--- config.mk ---
export PLATFORM = sky130hd
export DESIGN_NAME = dco_tune_enc
export DESIGN_NICKNAME = d
export VERILOG_FILES = /design/src/rtl/dco_tune_enc.sv
export SDC_FILE = /design/constraint.sdc
export NUM_CORES = 1
export LEC_CHECK = 0
export BUFFER_PORTS_ARGS = -buffer_cell sky130_fd_sc_hd__buf_2
export CORE_UTILIZATION = 50
export DETAILED_ROUTE_END_ITERATION = 12
export PLACE_DENSITY = 0.85
export SLEW_MARGIN = 10
export SYNTH_ARGS = -nofsm -noshare
export SYNTH_HDL_FRONTEND = slang
export SYNTH_SLANG_ARGS = --single-unit
--- constraint.sdc ---
create_clock -name clk -period 5.1 [get_ports clk]
set_input_delay 0.255 -clock clk [delete_from_list [all_inputs] [get_ports clk]]
set_output_delay 0.255 -clock clk [all_outputs]
set_load 0.05 [all_outputs]
--- src/rtl/dco_tune_enc.sv ---
// DCO tuning-word encoder: three-phase tuning FSM (PVT -> ACQ -> TRK) that
// freezes each capacitor-bank code outside its phase and drives the
// thermometer-coded row/column matrix controls of the large, medium and small banks.
// Optional feature: define DCO_TUNE_DITHER_EN to enable fractional dithering
// of the small bank via a FRAC_W-bit accumulator in the TRK phase.
module dco_tune_enc #(
    parameter logic [1:0] OSC_GAIN = 2'b10,
    parameter int         L_INIT   = 12,
    parameter int         M_INIT   = 128,
    parameter int         S_INIT   = 128,
    parameter int         FRAC_W   = 8
) (
    input  logic              clk,
    input  logic              rst,
    input  logic              en,
    input  logic              upd,
    input  logic [4:0]        pvt_word,
    input  logic [7:0]        acq_word,
    input  logic [7:0]        trk_word,
    input  logic [FRAC_W-1:0] trk_frac,
    input  logic              pvt_lock,
    input  logic              acq_lock,
    output logic              pd,
    output logic [1:0]        osc_gain,
    output logic [4:0]        c_l_rall,
    output logic [4:0]        c_l_row,
    output logic [4:0]        c_l_col,
    output logic [15:0]       c_m_rall,
    output logic [15:0]       c_m_row,
    output logic [15:0]       c_m_col,
    output logic [15:0]       c_s_rall,
    output logic [15:0]       c_s_row,
    output logic [15:0]       c_s_col,
    output logic [1:0]        mode
);

    typedef enum logic [1:0] {
        ST_PVT = 2'd0,
        ST_ACQ = 2'd1,
        ST_TRK = 2'd2
    } state_t;

    localparam logic [4:0] L_INIT_C = 5'(L_INIT);
    localparam logic [7:0] M_INIT_C = 8'(M_INIT);
    localparam logic [7:0] S_INIT_C = 8'(S_INIT);

    // Large bank: 5x5 matrix, returns {rall, row, col}
    function automatic logic [14:0] enc_l(input logic [4:0] n);
        logic [4:0] rall, row, col;
        int q, r;
        q = int'(n) / 5;
        r = int'(n) % 5;
        for (int i = 0; i < 5; i++) begin
            rall[i] = (i < q);
            row[i]  = (i == q) && (r > 0);
            col[i]  = (i < r);
        end
        return {rall, row, col};
    endfunction

    // Medium/small bank: 16x16 matrix, returns {rall, row, col}
    function automatic logic [47:0] enc_16(input logic [7:0] n);
        logic [15:0] rall, row, col;
        int q, r;
        q = int'(n[7:4]);
        r = int'(n[3:0]);
        for (int i = 0; i < 16; i++) begin
            rall[i] = (i < q);
            row[i]  = (i == q) && (r > 0);
            col[i]  = (i < r);
        end
        return {rall, row, col};
    endfunction

    state_t      state_q, state_d;
    logic        pd_q, pd_d;
    logic [4:0]  l_code_q, l_code_d;
    logic [7:0]  m_code_q, m_code_d;
    logic [7:0]  s_code_q, s_code_d;
    logic [14:0] l_enc_q, l_enc_d;
    logic [47:0] m_enc_q, m_enc_d;
    logic [47:0] s_enc_q, s_enc_d;
    logic [4:0]  pvt_sat;

`ifdef DCO_TUNE_DITHER_EN
    logic [FRAC_W-1:0] acc_q, acc_d;
    logic [7:0]        trk_base_q, trk_base_d;
    logic [FRAC_W:0]   acc_sum;
    logic [7:0]        trk_sel;
    logic [8:0]        s_sum;
`else
    logic              unused_frac;
    assign unused_frac = ^trk_frac;
`endif

    // Phase sequencing: disable forces PVT, locks advance one phase at a time
    always_comb begin
        state_d = state_q;
        if (!en) begin
            state_d = ST_PVT;
        end else begin
            case (state_q)
                ST_PVT:  if (pvt_lock) state_d = ST_ACQ;
                ST_ACQ:  if (acq_lock) state_d = ST_TRK;
                ST_TRK:  state_d = ST_TRK;
                default: state_d = ST_PVT;
            endcase
        end
    end

    // Bank code update: each bank only follows its word in its own phase
    always_comb begin
        pd_d     = !en;
        l_code_d = l_code_q;
        m_code_d = m_code_q;
        s_code_d = s_code_q;
        pvt_sat  = (pvt_word > 5'd25) ? 5'd25 : pvt_word;
`ifdef DCO_TUNE_DITHER_EN
        acc_d      = acc_q;
        trk_base_d = trk_base_q;
        acc_sum    = {1'b0, acc_q} + {1'b0, trk_frac};
        trk_sel    = upd ? trk_word : trk_base_q;
        s_sum      = {1'b0, trk_sel} + {8'd0, acc_sum[FRAC_W]};
`endif
        if (!en) begin
`ifdef DCO_TUNE_DITHER_EN
            acc_d = '0;
`endif
        end else begin
            if (state_q == ST_PVT && upd) l_code_d = pvt_sat;
            if (state_q == ST_ACQ && upd) m_code_d = acq_word;
`ifdef DCO_TUNE_DITHER_EN
            if (state_q == ST_TRK) begin
                acc_d      = acc_sum[FRAC_W-1:0];
                trk_base_d = trk_sel;
                s_code_d   = s_sum[8] ? 8'd255 : s_sum[7:0];
            end
`else
            if (state_q == ST_TRK && upd) s_code_d = trk_word;
`endif
        end
        l_enc_d = enc_l(l_code_d);
        m_enc_d = enc_16(m_code_d);
        s_enc_d = enc_16(s_code_d);
    end

    // State, code and matrix-control registers with synchronous reset
    always_ff @(posedge clk) begin
        if (rst) begin
            state_q  <= ST_PVT;
            pd_q     <= 1'b1;
            l_code_q <= L_INIT_C;
            m_code_q <= M_INIT_C;
            s_code_q <= S_INIT_C;
            l_enc_q  <= enc_l(L_INIT_C);
            m_enc_q  <= enc_16(M_INIT_C);
            s_enc_q  <= enc_16(S_INIT_C);
`ifdef DCO_TUNE_DITHER_EN
            acc_q      <= '0;
            trk_base_q <= S_INIT_C;
`endif
        end else begin
            state_q  <= state_d;
            pd_q     <= pd_d;
            l_code_q <= l_code_d;
            m_code_q <= m_code_d;
            s_code_q <= s_code_d;
            l_enc_q  <= l_enc_d;
            m_enc_q  <= m_enc_d;
            s_enc_q  <= s_enc_d;
`ifdef DCO_TUNE_DITHER_EN
            acc_q      <= acc_d;
            trk_base_q <= trk_base_d;
`endif
        end
    end

    assign {c_l_rall, c_l_row, c_l_col} = l_enc_q;
    assign {c_m_rall, c_m_row, c_m_col} = m_enc_q;
    assign {c_s_rall, c_s_row, c_s_col} = s_enc_q;
    assign pd       = pd_q;
    assign mode     = state_q;
    assign osc_gain = OSC_GAIN;

endmodule

==> flow_summary.json <==
{
  "cts_tree": "built",
  "synthTopCellsByArea": "dfxtp_1 54%, nor2_1 6.3%, mux2i_1 4.6%",
  "wl_per_cell_microns": 15.59,
  "die_w_microns": 99.43,
  "yosysSeqAreaShare_pct": 53.57,
  "timing.fmax_mhz": 209.0,
  "power_switching_mw": 0.8048,
  "drc": 0,
  "grt_pass1_wl_mm": 18.32,
  "worst_setup_path_end_kind": "flop",
  "grt_pass1_vias": 3849,
  "slew_viol_final": 0,
  "die-area_sq_um": 9885,
  "track_usage_pct": 23.76,
  "start_util_pct": 51.61,
  "place_congestion": 0.9040,
  "syn_area_sq_um": 4746,
  "final-instance-count-excl-fill": 750,
  "synth.distinct_cells": 67,
  "synthCells": 494,
  "port_buffers": 136,
  "ys_ff_latch": 127,
  "pwr-share-clk_pct": 44.2,
  "viasPerCell": 5.413,
  "cap_violations": 0,
  "route.final.wire_length_mm": 11.69,
  "start_kind": "flop",
  "core_area_sq_um": 9196,
  "pwr-share-comb_pct": 16.4,
  "ant_nets": 0,
  "dp.cells": 718,
  "ios": 151,
  "tightest_slew_ns": 1.025,
  "cts_sinks": 127,
  "p_int_mw": 1.823,
  "status": "completed",
  "drtPass1Iterations": 5,
  "swShare_pct": 30.63,
  "drive_above_1_share_pct": 30.20,
  "crit_type": "reg -> reg",
  "fp-row-count": 35,
  "p_per_area_nw_per_um2": 436.2,
  "vias": 4060,
  "gr-total-overflow": 0,
  "fin_ws_ns": 0.3162,
  "htree_levels": 4,
  "yosys_warnings": 0,
  "irDropWorstVdd_mv": 0.2997,
  "synthArstFlopShare_pct": 0,
  "finalHoldViolCount": 0,
  "clock_latency_ns": 0.51,
  "yosysTopAreaCell": "dfxtp_1",
  "dp_hpwl_mm": 8.088,
  "antenna_cells": 0,
  "synth_edf_count": 0,
  "timing.slew.headroom_pct": 29.68,
  "required_ns": 5.48,
  "clock_path_buffers": 2,
  "grt_max_degree": 37,
  "post-place-ws_ns": 0.3547,
  "ys.flop_type": "dfxtp_1",
  "tns_ns": 0,
  "drt_iter0_markers": 180,
  "crit_path_max_fanout": 8,
  "finalClockSkew_ns": 0.01268,
  "cts_hold_buf": 0,
  "die_y_microns": 99.43,
  "antenna_found_initial": 0,
  "static-leakage-power_nw": 2.888,
  "setup_viol": 0,
  "fill_cells": 710,
  "finalNetCount": 669,
  "pwr-share-seq_pct": 39.4,
  "cts_buffers": 17,
  "hold_path_class": "in -> reg",
  "finalCriticalPeriod_ns": 4.784,
  "finalCritPeriodShare_pct": 93.80,
  "synth_area_per_cell_sq_um": 9.607,
  "crit_arrival_ns": 5.16,
  "clock-root-buffer": "clkbuf_8",
  "clk_pin_slew_ns": 0.06,
  "power_mw": 2.627,
  "synth_top_area_share_pct": 53.57,
  "rsz0062_at_grt": "false",
  "syn2layout_area_growth_pct": 26.92
}
## sequential cells by signal (all words and copies together), names as in the netlist
signal    cells
s_enc_q      45
l_enc_q      15
l_code_q      5
m_enc_q      45
s_code_q      7
m_code_q      7
mode          2
pd            1
## power groups by stage
stage	Combinational [mW]	Clock, mW	Sequential (mW)
2_1_floorplan	0.242	0	1.15
3_3_place_gp	0.411	0	1.06
3_5_place_dp	0.419	0	1.05
4_1_cts	0.424	1.17	1.03
5_1_grt	0.461	1.21	1.04
6_report	0.431	1.16	1.03
## through the flow
step | utilization, % | area, sq um | hold WS (ns)
CTS | 65.33 | 6008 | 0.03398
global route | 65.50 | 6023 | 0.05320
finish | 65.50 | 6023 | 0.06360
floorplan | - | 4761 | 0.4172
global placement | 58.99 | 5425 | 0.5256
detailed placement | 58.99 | 5425 | 0.5500
## cells in the final DEF, fill, tap and decap left out, types with 6 or more instances in the layout
| master | n |
|---|---|
| buf_2 | 136 |
| dfxtp_1 | 127 |
| or3_1 | 6 |
| ha_1 | 8 |
| o21ai_0 | 17 |
| a31oi_1 | 8 |
| mux2i_1 | 21 |
| and2_1 | 7 |
| nor3_1 | 10 |
| nand3_1 | 14 |
| a21oi_1 | 21 |
| or2_2 | 9 |
| nand2b_1 | 7 |
| inv_1 | 24 |
| conb_1 | 6 |
| nor2_1 | 80 |
| nand2_1 | 27 |
| clkbuf_16 | 16 |
## worst paths after layout
| path | startpoint | depth (start not counted) | endpoint | slack (ns) |
|---|---|---|---|---|
| setup / recovery | mode[0] | 18 | l_enc_q[1] | 0.32 |
| hold reg to reg | s_code_q[4] | 2 | s_code_q[4] | 0.57 |
| hold / removal | trk_word[4] | 3 | s_code_q[4] | 0.06 |
| setup reg to reg | mode[0] | 18 | l_enc_q[1] | 0.32 |
## worst max-delay path, stage by stage (launching register included)
cell	delay, ns
dfxtp_1	0.38
inv_1	0.10
ha_1	0.31
nand3_2	0.12
mux2i_2	0.33
inv_1	0.19
ha_1	0.36
nand2b_1	0.19
a211oi_2	0.23
o221ai_1	0.27
nor3_1	0.21
a21oi_1	0.11
ha_1	0.29
or4_1	0.54
o31a_1	0.17
a2111oi_4	0.30
o21bai_1	0.16
a21oi_4	0.25
a31oi_1	0.12
## cell usage after synthesis (all sizes together), types with 3 or more instances
| cell | n |
|---|---|
| nor2 | 80 |
| a211oi | 3 |
| or2 | 10 |
| o31ai | 5 |
| ha | 8 |
| nand2b | 7 |
| nor3 | 10 |
| or3 | 6 |
| dfxtp | 127 |
| nand2 | 27 |
| and2 | 7 |
| buf | 17 |
| o21ai | 18 |
| a21oi | 24 |
| o21bai | 3 |
| o21a | 3 |
| o211ai | 4 |
| inv | 24 |
| mux2i | 22 |
| nand3b | 4 |
| clkbuf | 12 |
| and3 | 4 |
| nand3 | 15 |
| a31oi | 8 |
| a2111oi | 4 |
## what timing repair did
| action | in CTS | in global routing |
|---|---|---|
| setup endpoints to repair | 0 | 8 |
| resized for setup | 0 | 3 |
| buffers inserted | 0 | 0 |
## metal layers
metal / wire (microns) / track usage [%]
met4: 306 / 12.44
met5: 0 / 0
met1: 4835 / 26.46
met2: 5875 / 41.51
met3: 672 / 6.465
## cell type report
class                   count  area (sq um)  share of cell area (%)
clock buffers              17         414.1                   6.876
repair buffers            138         695.7                   11.55
flip-flops and latches    127          2542                   42.21
well taps                 111         138.9                   2.306
multi-input cells         317          1969                   32.70
inverters                  25         93.84                   1.558
clock inverters            15         168.9                   2.804
## cells by family (layout without fill, tap and decap cells)
kind of cell | Yosys count | count (layout) | synth area share, %
xor+xnor | 1 | 1 | 0.1846
fa+ha+maj | 9 | 9 | 2.320
mux | 23 | 23 | 4.877
flops | 127 | 127 | 53.57
simple gates | 181 | 181 | 18.17
other cells | 2 | 6 | 0.1582
compound gates | 97 | 97 | 15.16
buf+inv | 54 | 195 | 5.563
No activity file was read; power rests on OpenSTA's default activity.
